### src/rtl/booth_r4_pkg.sv
// Shared types for the radix-4 Booth multiplier: triplet encoding and FSM states.
package booth_r4_pkg;

   typedef struct packed {
      logic [2:0] encout;
      logic       neg;
   } enc_t;

   typedef enum logic [1:0] {
      S_IDLE,
      S_BUSY,
      S_DONE
   } state_t;

   function automatic enc_t booth_r4_enc(input logic [2:0] t);
      enc_t e;
      e.encout[0] = ~(t[2] ^ t[1]);
      e.encout[1] = ~(t[1] ^ t[0]);
      e.encout[2] = t[1] ^ t[0];
      e.neg       = t[2];
      return e;
   endfunction

endpackage

### src/rtl/booth_pp_gen.sv
// Combinational partial-product generator: decodes one Booth encoding into 0, +-a or +-2a.
module booth_pp_gen
   import booth_r4_pkg::*;
#(
   parameter int unsigned WIDTH = 8
) (
   input  logic [WIDTH-1:0] a_i,
   input  enc_t             enc_i,
   output logic [WIDTH+1:0] pp_o
);

   logic             one;
   logic             two;
   logic [WIDTH+1:0] a_ext;
   logic [WIDTH+1:0] mag;

   always_comb begin
      one   = enc_i.encout[2];
      two   = enc_i.encout[1] & ~enc_i.encout[0];
      a_ext = {{2{a_i[WIDTH-1]}}, a_i};
      mag   = '0;
      if (one) begin
         mag = a_ext;
      end else if (two) begin
         mag = a_ext << 1;
      end
      // Two extra bits keep -(2 * -2^(WIDTH-1)) representable.
      pp_o = enc_i.neg ? -mag : mag;
   end

endmodule

### src/rtl/booth_r4_seq_mult.sv
// Sequential signed radix-4 Booth multiplier, one triplet per cycle.
// Define BOOTH_APPROX_TRUNC_EN to zero the low TRUNC_BITS of every aligned partial product.
module booth_r4_seq_mult
   import booth_r4_pkg::*;
#(
   parameter int unsigned WIDTH      = 8,
   parameter int unsigned TRUNC_BITS = 4
) (
   input  logic                 clk,
   input  logic                 rst,
   input  logic                 in_valid,
   output logic                 in_ready,
   input  logic [WIDTH-1:0]     a,
   input  logic [WIDTH-1:0]     b,
   output logic                 out_valid,
   input  logic                 out_ready,
   output logic [2*WIDTH-1:0]   product
);

   localparam int unsigned N  = WIDTH / 2;
   localparam int unsigned IW = (N > 1) ? $clog2(N) : 1;
   localparam logic [IW-1:0] LAST = IW'(N - 1);

`ifdef BOOTH_APPROX_TRUNC_EN
   localparam bit APPROX = 1'b1;
`else
   localparam bit APPROX = 1'b0;
`endif

   localparam logic [2*WIDTH-1:0] TRUNC_MASK =
      APPROX ? ({(2*WIDTH){1'b1}} << TRUNC_BITS) : {(2*WIDTH){1'b1}};

   state_t               state_q;
   logic                 in_ready_q;
   logic                 out_valid_q;
   logic [WIDTH-1:0]     a_q;
   logic [WIDTH-1:0]     b_q;
   logic [2*WIDTH-1:0]   acc_q;
   logic [2*WIDTH-1:0]   acc_d;
   logic [IW-1:0]        idx_q;

   logic [WIDTH:0]       b_ext;
   logic [2:0]           trip;
   enc_t                 enc;
   logic [WIDTH+1:0]     pp;
   logic [2*WIDTH-1:0]   term;

   // b[-1] = 0 is supplied by the appended zero, so triplet i starts at bit 2i.
   always_comb begin
      b_ext = {b_q, 1'b0};
      trip  = b_ext[{idx_q, 1'b0} +: 3];
      enc   = booth_r4_enc(trip);
   end

   booth_pp_gen #(
      .WIDTH (WIDTH)
   ) u_pp_gen (
      .a_i   (a_q),
      .enc_i (enc),
      .pp_o  (pp)
   );

   always_comb begin
      term  = {{(WIDTH-2){pp[WIDTH+1]}}, pp} << {idx_q, 1'b0};
      acc_d = acc_q + (term & TRUNC_MASK);
   end

   always_ff @(posedge clk) begin
      if (rst) begin
         state_q     <= S_IDLE;
         in_ready_q  <= 1'b1;
         out_valid_q <= 1'b0;
         a_q         <= '0;
         b_q         <= '0;
         acc_q       <= '0;
         idx_q       <= '0;
      end else begin
         case (state_q)
            S_IDLE: begin
               if (in_valid) begin
                  a_q        <= a;
                  b_q        <= b;
                  acc_q      <= '0;
                  idx_q      <= '0;
                  in_ready_q <= 1'b0;
                  state_q    <= S_BUSY;
               end
            end
            S_BUSY: begin
               acc_q <= acc_d;
               idx_q <= idx_q + IW'(1);
               if (idx_q == LAST) begin
                  idx_q       <= '0;
                  out_valid_q <= 1'b1;
                  state_q     <= S_DONE;
               end
            end
            S_DONE: begin
               if (out_ready) begin
                  out_valid_q <= 1'b0;
                  in_ready_q  <= 1'b1;
                  state_q     <= S_IDLE;
               end
            end
            default: begin
               state_q     <= S_IDLE;
               in_ready_q  <= 1'b1;
               out_valid_q <= 1'b0;
            end
         endcase
      end
   end

   assign in_ready  = in_ready_q;
   assign out_valid = out_valid_q;
   assign product   = acc_q;

endmodule

### config.mk
export PLATFORM = sky130hd
export DESIGN_NAME = booth_r4_seq_mult
export DESIGN_NICKNAME = d
export VERILOG_FILES = /design/src/rtl/booth_r4_pkg.sv /design/src/rtl/booth_pp_gen.sv /design/src/rtl/booth_r4_seq_mult.sv
export SDC_FILE = /design/constraint.sdc
export NUM_CORES = 1
export LEC_CHECK = 0
export BUFFER_PORTS_ARGS = -buffer_cell sky130_fd_sc_hd__clkbuf_2
export CAP_MARGIN = 25
export CORE_UTILIZATION = 30
export CTS_CLUSTER_SIZE = 25
export DETAILED_ROUTE_END_ITERATION = 10
export GPL_TIMING_DRIVEN = 0
export PLACE_DENSITY = 0.58
export SYNTH_ARGS = -nofsm -noshare
export SYNTH_HDL_FRONTEND = slang
export SYNTH_SLANG_ARGS = --single-unit
### constraint.sdc
create_clock -name clk -period 4.65 [get_ports clk]
set_clock_uncertainty 0.1 [all_clocks]
set_input_delay 0.6975 -clock clk [delete_from_list [all_inputs] [get_ports clk]]
set_output_delay 0.6975 -clock clk [all_outputs]
set_load 0.03 [all_outputs]
Word-level counts from Yosys, hierarchy flattened
Index checks and enable logic that the tools add are counted.
Word-level totals
  input bits: 20
  output and inout port bits: 18
  flip-flop bits (word level): 38
Cells by class
  bitwise gates (word level): 6
  muxes and demuxes: 18
  equality and inequality tests: 6
  $add $sub $neg: 3
  reductions and logical operators: 7
  shift-type cells: 2
Operator list (count)
  $pmux 16 s2: 1
  $mux 10: 3
  $add 16x16->16: 1
  $mux 16: 1
  $shl 16x3->16: 1
  $mux 2: 5
  $neg 10->10: 1
  $reduce_and 3->1: 3
  $shiftx 9x4->3: 1
  $ne 2x2->1 const B: 3
  $pmux 1 s3: 2
  $pmux 2 s3: 1
  $eq 2x2->1 const B: 2
  $mux 1: 4
  $pmux 2 s2: 1
  $reduce_and 2->1: 2
  $not 1->1: 3
  $add 2x1->2 const B: 1
  $eq 2x1->1 const B: 1
  $logic_not 2->1: 1
  $reduce_bool 2->1: 1
  $xor 1x1->1: 2
  $and 1x1->1: 1

Longest topological paths before layout
Gate-level depths: netlist (run 1).
  depth after elaboration: 11
  gate-level depth with buffers: 23

By module
A second synthesis (run 1) with hierarchy kept.
Second synthesis, totals
  cells, all modules: 384
  area, all modules: 2961.6 µm²
Modules (own cells, without submodules)
  booth_r4_seq_mult: times used 1, area each 2429.8 µm², cells an instance 304
  booth_pp_gen: times used 1, area each 531.8 µm², cells an instance 80

Least setup slack after synthesis (run 1)
No wires, ideal clock.
  path type: register to register
  start: register idx_q[0]
  end: register acc_q[15] (netlist: product[15])
  library setup time: 124 ps
  data arrival time: 4569 ps
  data required time: 4426 ps
  buffers on the path: 1
  setup slack: -144 ps
  cell stages (with the launch flop): 22
  cells stage by stage: dfxtp_1 > mux4_2 > buf_6 > a211oi_4 > nand2_4 > nand2_1 > a22oi_1 > ha_1 > inv_1 > o21ai_0 > a211oi_2 > mux2i_1 > a221o_1 > ha_1 > a21o_1 > a21o_1 > o31ai_1 > a21oi_1 > o41a_1 > and4b_1 > a211oi_1 > o21ai_1
Between the ends
  longest elaborated chain between the ends: 11
RTL lines
  start, declared: line booth_r4_seq_mult.sv:40  | logic [IW-1:0] idx_q;
  start signal, assigned: line booth_r4_seq_mult.sv:91  | idx_q <= idx_q + IW'(1);
  $shiftx 9x4->3: line booth_r4_seq_mult.sv:51  | trip = b_ext[{idx_q, 1'b0} +: 3];
  $xor 1x1->1: line booth_r4_pkg.sv:18, booth_r4_pkg.sv:19
  $not 1->1: line booth_r4_pkg.sv:18  | e.encout[1] = ~(t[1] ^ t[0]);
  $and 1x1->1: line booth_pp_gen.sv:19  | two = enc_i.encout[1] & ~enc_i.encout[0];
  $mux 10: line booth_pp_gen.sv:24  | end else if (two) begin
  $mux 10: line booth_pp_gen.sv:22  | if (one) begin
  $neg 10->10: line booth_pp_gen.sv:28  | pp_o = enc_i.neg ? -mag : mag;
  $mux 10: line booth_pp_gen.sv:28
  $shl 16x3->16 *: line booth_r4_seq_mult.sv:64  | term = {{(WIDTH-2){pp[WIDTH+1]}}, pp} << {idx_q, 1'b0};
  $add 16x16->16 *: line booth_r4_seq_mult.sv:65  | acc_d = acc_q + (term & TRUNC_MASK);
  $pmux 16 s2 *: line booth_r4_seq_mult.sv:78  | case (state_q)
  end signal, assigned: line booth_r4_seq_mult.sv:75  | acc_q <= '0;
  end signal, assigned: line booth_r4_seq_mult.sv:83  | acc_q <= '0;
  end signal, assigned: line booth_r4_seq_mult.sv:90  | acc_q <= acc_d;
  end, declared: line booth_r4_seq_mult.sv:38  | logic [2*WIDTH-1:0] acc_q;
Mark *: on every way between the ends. The rest lies on a longest branch, timed or not.
A chain may end at the register's enable or synchronous reset.

Worst setup path after layout (run 1)
  start: register idx_q[0]
  end: register acc_q[12] (netlist: product[12])
The elaborated chain is that of the path after synthesis.

==> results.toml, run 1 <==
[sta]
setup_ws_ns = -0.0782
drv_slew = 0
fmax_mhz = 211
rsz0062_at_grt = "true"
period_share_pct = 102
slew_headroom_pct = 53.0
hold_viol = 0
period_needed_ns = 4.73
worstMarginPinSlew_ns = 0.702
setup_viol = 4

[yosys]
async_flop_share_pct = 0
yosys.area_share.simple_pct = 21.9
ys.warnings.count = 0
synth-seq-cells = 38
synthMuxAreaShare_pct = 6.01
synth_top_family_by_area = "compound AO/OA/AOI/OAI gates"
synth_cell_types = 73
ys_top_cells_by_count = "nand2_1, a21oi_1, dfxtp_1"
synth_fa_ha_area_share_pct = 7.94
syn_nets = 459
synthCells = 419
synth_top_area_share_pct = 23.4
synth_compound_area_share_pct = 31.4
ys_seq_area_share_pct = 23.4
yosys.area.top_type = "dfxtp_1"
synth_xor_area_share_pct = 4.58
synth_edf_count = 0
netlist_area_um2 = 3250
postSynthAreaPerCell_um2 = 7.75
synthMostInstantiatedCell = "nand2_1"
ys_top_cells_by_area = "dfxtp_1, nand2_1, ha_1"
synth-main-ff-cell = "dfxtp_1"

[critical_path]
endpoint_kind = "register"
arrival_ns = 4.83
path_class = "reg -> reg"
path_delay_family = "compound AO/OA/AOI/OAI gates"
crit_top_cell = "a21o_1"
crit_slowest_cell = "mux4_2"
cpPeakStageDelay_ns = 0.53
cp_cell_sequence = "mux4_2 -> buf_12 -> a211oi_4 -> nand2_4 -> nand2_2 -> a22oi_2 -> ha_2 -> o2111a_2 -> a21oi_2 -> mux2_4 -> nor3b_2 -> a221o_1 -> ha_4 -> a21o_1 -> a21o_1 -> buf_6 -> o2bb2ai_2 -> a311oi_2 -> o21bai_1 -> or2_4 -> a32o_1"
required_ns = 4.75
path_buf_inv = 2
r2r_slack_ns = -0.08
cp-start-kind = "register"
cp_max_fo = 8

[power]
ir_drop_uv = 204
power_density_nw_per_um2 = 251
leakagePower_nw = 1.64

[layout]
area_growth_pct = 26.2
nets = 521
utilization_pct = 39.3
diodes = 0
fin_area_um2 = 4100
layout.cells.non_filler = 618
n_fill_cell = 1097
final_layout_size_suffix_gt1_share_pct = 25.3

[cts]
cts.sinks = 38
clk_latency_ns = 0.30
clock-root-buffer = "clkbuf_8"
cts_tree = "yes"
clk_pin_slew_ns = 0.09
cts_hold_buf = 0
cts_buffers = 5
cts-htree-levels = 2
cts.path.max_buffers = 2

[floorplan]
start_util_pct = 31.2
row_count = 37
die_width_um = 106
coreArea_um2 = 10400
die_area_um2 = 11200
die_h_um = 106
io_pins = 38

[status]
outcome = "finished with violations"
violations = "negative setup slack"

[grt]
use_met1_pct = 23.9
grt_pass1_wl_mm = 16.1
grt_pass1_vias = 3206
antenna_found_initial = 0
met2_usage_pct = 29.2
grt_max_degree = 13
grt.busiest_layer = "met2"
gr-total-overflow = 0
grt.met3_usage_pct = 2.88
grt_usage_pct = 17.8

[job]
drv_cap = 0

[place]
dp_cells = 591
placed_area_um2 = 3630
gp_routability_congestion = 0.936
port_buffers = 36
hpwl_mm = 6.91

[detailed_routing]
dr.pass1.iters = 4
detail_route.wirelength_mm = 9.36
drt_iter0_drc = 233
wl_per_cell_um = 15.1
ant_nets = 0
vias_per_cell = 5.42
drc_errors = 0
vias = 3352

[min_path]
min_path_type = "reg -> reg"
## metal layers
layer / vias up / routed length [µm]
met2: 89 / 4350
met4: 0 / 190
met3: 17 / 411
met5: - / 0
li1: 1670 / -
met1: 1576 / 4410
## cells by family (layout without fill, tap and decap cells)
family,Yosys count,count (layout)
muxes,14,14
and+or+nand+nor,155,155
xor gates and xnor gates,14,14
DFF,38,38
AOI/OAI and AO/OA,143,143
adders and majority gates,20,20
buffers and inverters,35,98
## where the power goes
group          switching [W]  total [W]  internal [W]
Sequential         0.0000172   0.000358      0.000340
Combinational       0.000187   0.000314      0.000127
Clock               0.000129   0.000358      0.000229
Total               0.000332    0.00103      0.000697
## cells in the final DEF (no fill, tap or decap), drive strengths merged, types with 4 or more instances in the layout
| cell | count |
|---|---|
| o21bai | 4 |
| a211oi | 14 |
| o211ai | 6 |
| nand2 | 66 |
| buf | 24 |
| a21oi | 50 |
| a21o | 9 |
| mux2 | 6 |
| mux2i | 6 |
| a31oi | 7 |
| or3 | 5 |
| nand3 | 16 |
| clkbuf | 60 |
| nand2b | 6 |
| nor2b | 4 |
| a22o | 4 |
| o21ai | 18 |
| xor2 | 4 |
| xnor2 | 10 |
| dfxtp | 38 |
| nor2 | 32 |
| nor3 | 13 |
| inv | 12 |
| ha | 19 |
## worst min-delay path, stage by stage, from the launching register on
cell and delay [ns]:
dfxtp_1 0.32, nand2_1 0.05, a21oi_1 0.05
## repair_timing
action	4_1_cts	5_1_grt
gates resized for setup	28	12
endpoints found under the setup margin	10	9
pin swaps	21	19
setup buffers	14	4
## metrics by stage
step                total power (W)  setup WS (ns)  setup TNS [ns]  hold slack [ns]
finish                      0.00103        -0.0782          -0.128            0.358
CTS                         0.00103         -0.141          -0.324            0.361
global placement           0.000640         -0.635           -2.89            0.344
detailed placement         0.000641         -0.700           -3.22            0.348
floorplan                  0.000573         0.0123               0            0.333
global route                0.00109         -0.308           -1.40            0.384
## registers in the layout, indices dropped and copies added (netlist names)
| signal | count |
|---|---|
| out_valid | 1 |
| state_q | 2 |
| idx_q | 2 |
| b_q | 8 |
| in_ready | 1 |
| product | 16 |
| a_q | 8 |
## path summary, 6_finish.rpt
check,start,end,depth (start not counted)
worst max-delay path,idx_q[0],product[12],21
worst min-delay path,b_q[2],b_q[2],2
worst max register to register,idx_q[0],product[12],21
worst min register to register,b_q[2],b_q[2],2
## cell type report
type | count | area (µm²) | area share [%]
timing repair buffer | 55 | 339 | 8.27
clock buffer | 6 | 82.6 | 2.02
inverter | 12 | 45.0 | 1.10
clock inverter | 2 | 60.1 | 1.47
buffer | 23 | 123 | 2.99
multi-input combinational | 346 | 2510 | 61.3
sequential | 38 | 768 | 18.7
tap | 136 | 170 | 4.15
Power figures use the tool's default switching activity.
==> run 2, diff against run 1 <==
CORE_ASPECT_RATIO = 2   (was unset)
==> run 2 against run 1 <==
Effect of this change:
- critical endpoint is now product[15]
- core utilization up 0.34 points
- the flow still finishes with violations (negative setup slack)
- global-route usage up 1.9 points
- largest power group is now clock
- combinational power increased by 3%
- clock power is 30% higher
- first-iteration DRC count up 13%
- cell count is 0.16% lower
- register-to-register slack better by 0.03 ns
- total power grew 12%
==> results.toml, run 2 (synthesized netlist as in run 1, its figures left out) <==
[sta]
rsz0062_at_grt = "true"
drv_slew = 0
fmax_mhz = 213
setup_ws_ns = -0.0457
worstMarginPinSlew_ns = 0.642
period_share_pct = 101
hold_viol = 0
period_needed_ns = 4.70
setup_viol = 1
slew_headroom_pct = 57.1

[min_path]
holdPathStages = 2
hold_end = "b_q[0]"
min_path_type = "reg -> reg"
hold_start = "b_q[0]"

[critical_path]
required_ns = 4.72
cp_cell_sequence = "mux4_2 -> buf_12 -> buf_12 -> xnor2_4 -> mux2_4 -> o211a_1 -> a2111oi_4 -> a211oi_2 -> mux2_2 -> ha_2 -> nand2_2 -> o22ai_2 -> o31ai_4 -> a21oi_2 -> o41a_1 -> and4b_1 -> a211oi_2 -> o21ai_1"
reg2reg_to = "product[15]"
cp-start-kind = "register"
reg2reg_depth = 18
cpPeakStageDelay_ns = 0.57
arrival_ns = 4.77
crit_slowest_cell = "mux4_2"
path_buf_inv = 2
path_delay_family = "compound AO/OA/AOI/OAI gates"
cp_max_fo = 5
r2r_start = "idx_q[0]"
r2r_slack_ns = -0.05
endpoint_kind = "register"
path_class = "reg -> reg"

[layout]
final_layout_size_suffix_gt1_share_pct = 25.6
final_cell_mix = "nand2_1, a21oi_1, dfxtp_1, clkbuf_2, nor2_1"
largest_reg_flops = 16
fin_area_um2 = 4180
n_fill_cell = 1086
multi_input_area_um2 = 2530
seqCellArea_um2 = 766
area_growth_pct = 28.8
layout.cells.non_filler = 617
nets = 519
diodes = 0
utilization_pct = 39.7
final_common_cell = "nand2_1"

[detailed_routing]
vias_per_cell = 5.59
ant_nets = 0
vias = 3450
drt_iter0_drc = 263
dr.pass1.iters = 4
wl_per_cell_um = 17.0
drc_errors = 0
detail_route.wirelength_mm = 10.5

[floorplan]
coreArea_um2 = 10500
io_pins = 38
die_width_um = 75.6
start_util_pct = 30.8
die_h_um = 149
die_area_um2 = 11300
row_count = 53

[cts]
cts_buffers = 5
clk_pin_slew_ns = 0.06
clk_latency_ns = 0.29
cts.path.max_buffers = 2
cts-htree-levels = 2
cts_tree = "yes"
clock-root-buffer = "clkbuf_16"
cts.sinks = 38

[power]
ir_drop_uv = 142
leakagePower_nw = 1.69
power_w = 0.00115
power_density_nw_per_um2 = 274

[status]
violations = "negative setup slack"
outcome = "finished with violations"

[grt]
grt_usage_pct = 19.7
grt_max_degree = 13
grt_pass1_vias = 3523
grt_pass1_wl_mm = 16.8
antenna_found_initial = 0
gr-total-overflow = 0

[job]
drv_cap = 0

[place]
port_buffers = 36
hpwl_mm = 8.12
dp_cells = 593
place_ws_ns = -0.715
placed_area_um2 = 3640
gp_routability_congestion = 0.968
[run 2: per-layer routing]
metal  track usage [%]  up-vias  part of all wire [%]
met3              1.96       37                   2.3
met1              18.6     1667                    35
met4              11.5        0                   5.4
met2              38.3       77                    57
met5                 0        -                     0
li1                  -     1669                     -
[run 2: timing repair]
action,in CTS,in global routing
gates cloned,1,0
hold buffers,0,0
pin swaps,21,22
setup endpoints to repair,10,7
buffers inserted,12,3
resized for setup,25,19
[run 2: worst register-to-register path, stage by stage (launching register included)]
cell and delay (ns):
dfxtp_2 0.35, mux4_2 0.57, buf_12 0.18, buf_12 0.13, xnor2_4 0.19, mux2_4 0.35
o211a_1 0.28, a2111oi_4 0.37, a211oi_2 0.09, mux2_2 0.27, ha_2 0.31, nand2_2 0.15
o22ai_2 0.10, o31ai_4 0.27, a21oi_2 0.10, o41a_1 0.36, and4b_1 0.20, a211oi_2 0.13
o21ai_1 0.08
[run 2: stage by stage]
stage               hold WS [ns]  TNS (ns)
floorplan                  0.333         0
global placement           0.340     -3.25
detailed placement         0.353     -3.66
CTS                        0.361    -0.356
global route               0.389    -0.720
finish                     0.358   -0.0457
[run 2: cell type report]
type | instances | area share (%)
Multi-Input combinational cell | 346 | 60.6
Sequential cell | 38 | 18.3
Timing Repair Buffer | 53 | 8.34
Tap cell | 137 | 4.10
Clock buffer | 6 | 3.32
Buffer | 23 | 2.84
Clock inverter | 2 | 1.44
Inverter | 12 | 1.08
[run 2: report_power, final]
| part | total, W | internal (W) | switching [W] |
|---|---|---|---|
| clock network | 0.000464 | 0.000322 | 0.000142 |
| registers | 0.000361 | 0.000341 | 0.0000199 |
| logic | 0.000323 | 0.000131 | 0.000192 |
[run 2: worst max path at each step]
stage	from	endpoint	slack [ns]	cells after the start
floorplan	idx_q[0]	product[15]	0.01	21
global placement	idx_q[1]	product[15]	-0.68	22
detailed placement	idx_q[1]	product[15]	-0.71	22
CTS	idx_q[0]	product[15]	-0.15	21
global route	idx_q[0]	product[15]	-0.23	20
finish	idx_q[0]	product[15]	-0.05	18
==> run 3, diff against run 2 <==
ABC_AREA = 1   (was unset)
PLACE_DENSITY = 0.59   (was 0.58)
==> run 3 against run 2 <==
Effect of this change:
- the run now ends clean
- clock-buffer cell count stayed put
- largest cell class unchanged
- synthesized cell count grew 5.5%
- critical endpoint is now product[12]
- total power up 9.4%
- core utilization shrank 2.6 points
- cell count is 4.2% lower
- final area fell by 20%
- first-iteration DRC count decreased by 45%
- highest routed layer unchanged
- sequential power up 5%
- via count shrank 15%
- combinational power is 45% higher
- routed wire length is 28% lower
==> results.toml, run 3 <==
[cts]
clk_pin_slew_ns = 0.06
cts-htree-levels = 2
cts.sinks = 38
cts_tree = "yes"
clk_latency_ns = 0.28
cts_buffers = 5
clock-root-buffer = "clkbuf_16"
cts.path.max_buffers = 2

[detailed_routing]
vias = 2945
dr.pass1.iters = 4
vias_per_cell = 4.98
drc_errors = 0
ant_nets = 0
detail_route.wirelength_mm = 7.58
wl_per_cell_um = 12.8
drt_iter0_drc = 144

[floorplan]
coreArea_um2 = 9010
io_pins = 38
die_width_um = 70.5
die_area_um2 = 9790
start_util_pct = 31.2
die_h_um = 139
row_count = 49

[critical_path]
path_buf_inv = 2
path_delay_family = "simple AND/OR/NAND/NOR gates"
cp.depth = 26
required_ns = 4.70
path_class = "reg -> reg"
cpPeakStageDelay_ns = 0.45
endpoint_kind = "register"
cp-start-kind = "register"
reg2reg_depth = 26
crit_top_cell = "nand2_1"
crit_slowest_cell = "fa_1"
cp_max_fo = 9
arrival_ns = 4.31

[sta]
setup_viol = 0
tns_ns = 0
slew_headroom_pct = 55.4
drv_slew = 0
hold_viol = 0
period_needed_ns = 4.26
worstMarginPinSlew_ns = 0.667
rsz0062_at_grt = "false"
setup_ws_ns = 0.386
period_share_pct = 91.7
fmax_mhz = 235

[grt]
gr-total-overflow = 0
grt_usage_pct = 15.8
met2_usage_pct = 32.6
grt.met3_usage_pct = 1.96
grt_pass1_vias = 2766
use_met1_pct = 14.5
grt.busiest_layer = "met2"
grt_max_degree = 12
grt_pass1_wl_mm = 12.3
antenna_found_initial = 0

[layout]
final_common_cell = "nand2_1"
nets = 529
n_fill_cell = 1016
final_cell_mix = "nand2_1, nor2_1, a21oi_1, o21ai_0"
final_layout_size_suffix_gt1_share_pct = 18.6
largest_reg_flops = 16
area_growth_pct = 19.0
fin_area_um2 = 3340
diodes = 0

[power]
leakagePower_nw = 1.60
p_comb_share_pct = 37.4
p_switching_w = 0.000475
power_density_nw_per_um2 = 376
sw_frac_of_total_pct = 37.8
p_clk_share_pct = 32.4
seq_power_share_pct = 30.2
ir_drop_uv = 175
p_int_w = 0.000781

[min_path]
holdPathStages = 2
min_path_type = "reg -> reg"

[yosys]
yosys.area.top_type = "dfxtp_1"
ys.warnings.count = 0
synthCells = 442
ys_top_cells_by_count = "nand2_1, nor2_1, a21oi_1"
async_flop_share_pct = 0
synth_top_area_share_pct = 27.1
synth_edf_count = 0
postSynthAreaPerCell_um2 = 6.36
ys_seq_area_share_pct = 27.1
netlist_area_um2 = 2810
synth_cell_types = 36
synth-seq-cells = 38
synthMostInstantiatedCell = "nand2_1"
synth-main-ff-cell = "dfxtp_1"
ys_top_cells_by_area = "dfxtp_1, nand2_1, ha_1"
syn_nets = 482

[place]
port_buffers = 37
gp_routability_congestion = 0.900
placed_area_um2 = 3120
place_ws_ns = 0.112
hpwl_mm = 6.05

[job]
drv_cap = 0

[status]
outcome = "complete, no violations"
## run 3: power groups by stage
stage | logic (W) | registers (W) | clock network, W
CTS | 0.000463 | 0.000380 | 0.000415
finish | 0.000469 | 0.000380 | 0.000407
global route | 0.000532 | 0.000384 | 0.000425
global placement | 0.000452 | 0.000386 | 0
detailed placement | 0.000461 | 0.000387 | 0
floorplan | 0.000335 | 0.000403 | 0
## run 3: logic make-up after synthesis
family | Yosys count | synth area share, %
adder cells (fa/ha/maj) | 20 | 9.17
buffers and inverters | 51 | 7.48
XOR/XNOR | 5 | 1.56
multiplexers | 1 | 0.356
AND/OR/NAND/NOR | 227 | 35.2
flip-flops | 38 | 27.1
AO/OA/AOI/OAI | 100 | 19.2
## run 3: area by class of cell
class                      instances  area (µm²)  share of cell area [%]
clock buffer                       6         139                    4.15
sequential                        38         763                    22.8
tap                              102         128                    3.82
timing repair buffer              40         208                    6.21
multi-input combinational        353        1870                    55.8
clock inverter                     1        30.0                   0.898
inverter                          38         145                    4.34
buffer                            13        65.1                    1.95
## run 3: layer usage
metal	share of wire (%)	vias up
met3	2.0	9
met1	36	1345
met2	59	41
li1	-	1550
met4	2.2	0
met5	0	-
## run 3: path summary, 6_finish.rpt
check	end	startpoint	slack, ns
worst max-delay path	product[12]	idx_q[0]	0.39
worst min-delay path	in_ready	in_ready	0.36
worst max register to register	product[12]	idx_q[0]	0.39
worst min register to register	in_ready	in_ready	0.36
## run 3: worst reg2reg max path, stage by stage (launching register included)
cell	delay, ns
dfxtp_2	0.36
inv_2	0.18
nand2_2	0.07
nand2_1	0.06
nand2_1	0.06
nand2_2	0.15
nand2_1	0.08
nand2_2	0.14
nand3_1	0.11
nand2_1	0.07
inv_1	0.05
ha_1	0.28
o21ai_0	0.22
or2_2	0.16
nor2_1	0.07
fa_1	0.45
nand3_1	0.10
nand3_1	0.10
nand2_1	0.08
nand2_1	0.06
a21oi_2	0.24
o21ai_1	0.14
a31oi_2	0.25
o21ai_0	0.14
or2_2	0.29
nand2_1	0.07
a21oi_1	0.06
## run 3: through the flow
stage,hold slack [ns],instances,utilization [%],total power (W)
6_report,0.356,591,37.1,0.00126
3_3_place_gp,0.338,581,34.7,0.000838
5_1_grt,0.379,591,37.1,0.00134
2_1_floorplan,0.343,442,-,0.000739
3_5_place_dp,0.347,581,34.7,0.000848
4_1_cts,0.361,588,36.5,0.00126
## run 3: timing repair
action	4_1_cts	5_1_grt
setup endpoints to repair	0	7
setup buffers	0	3
hold buffers	0	0
resized for setup	0	11
endpoints found under the hold margin	0	0
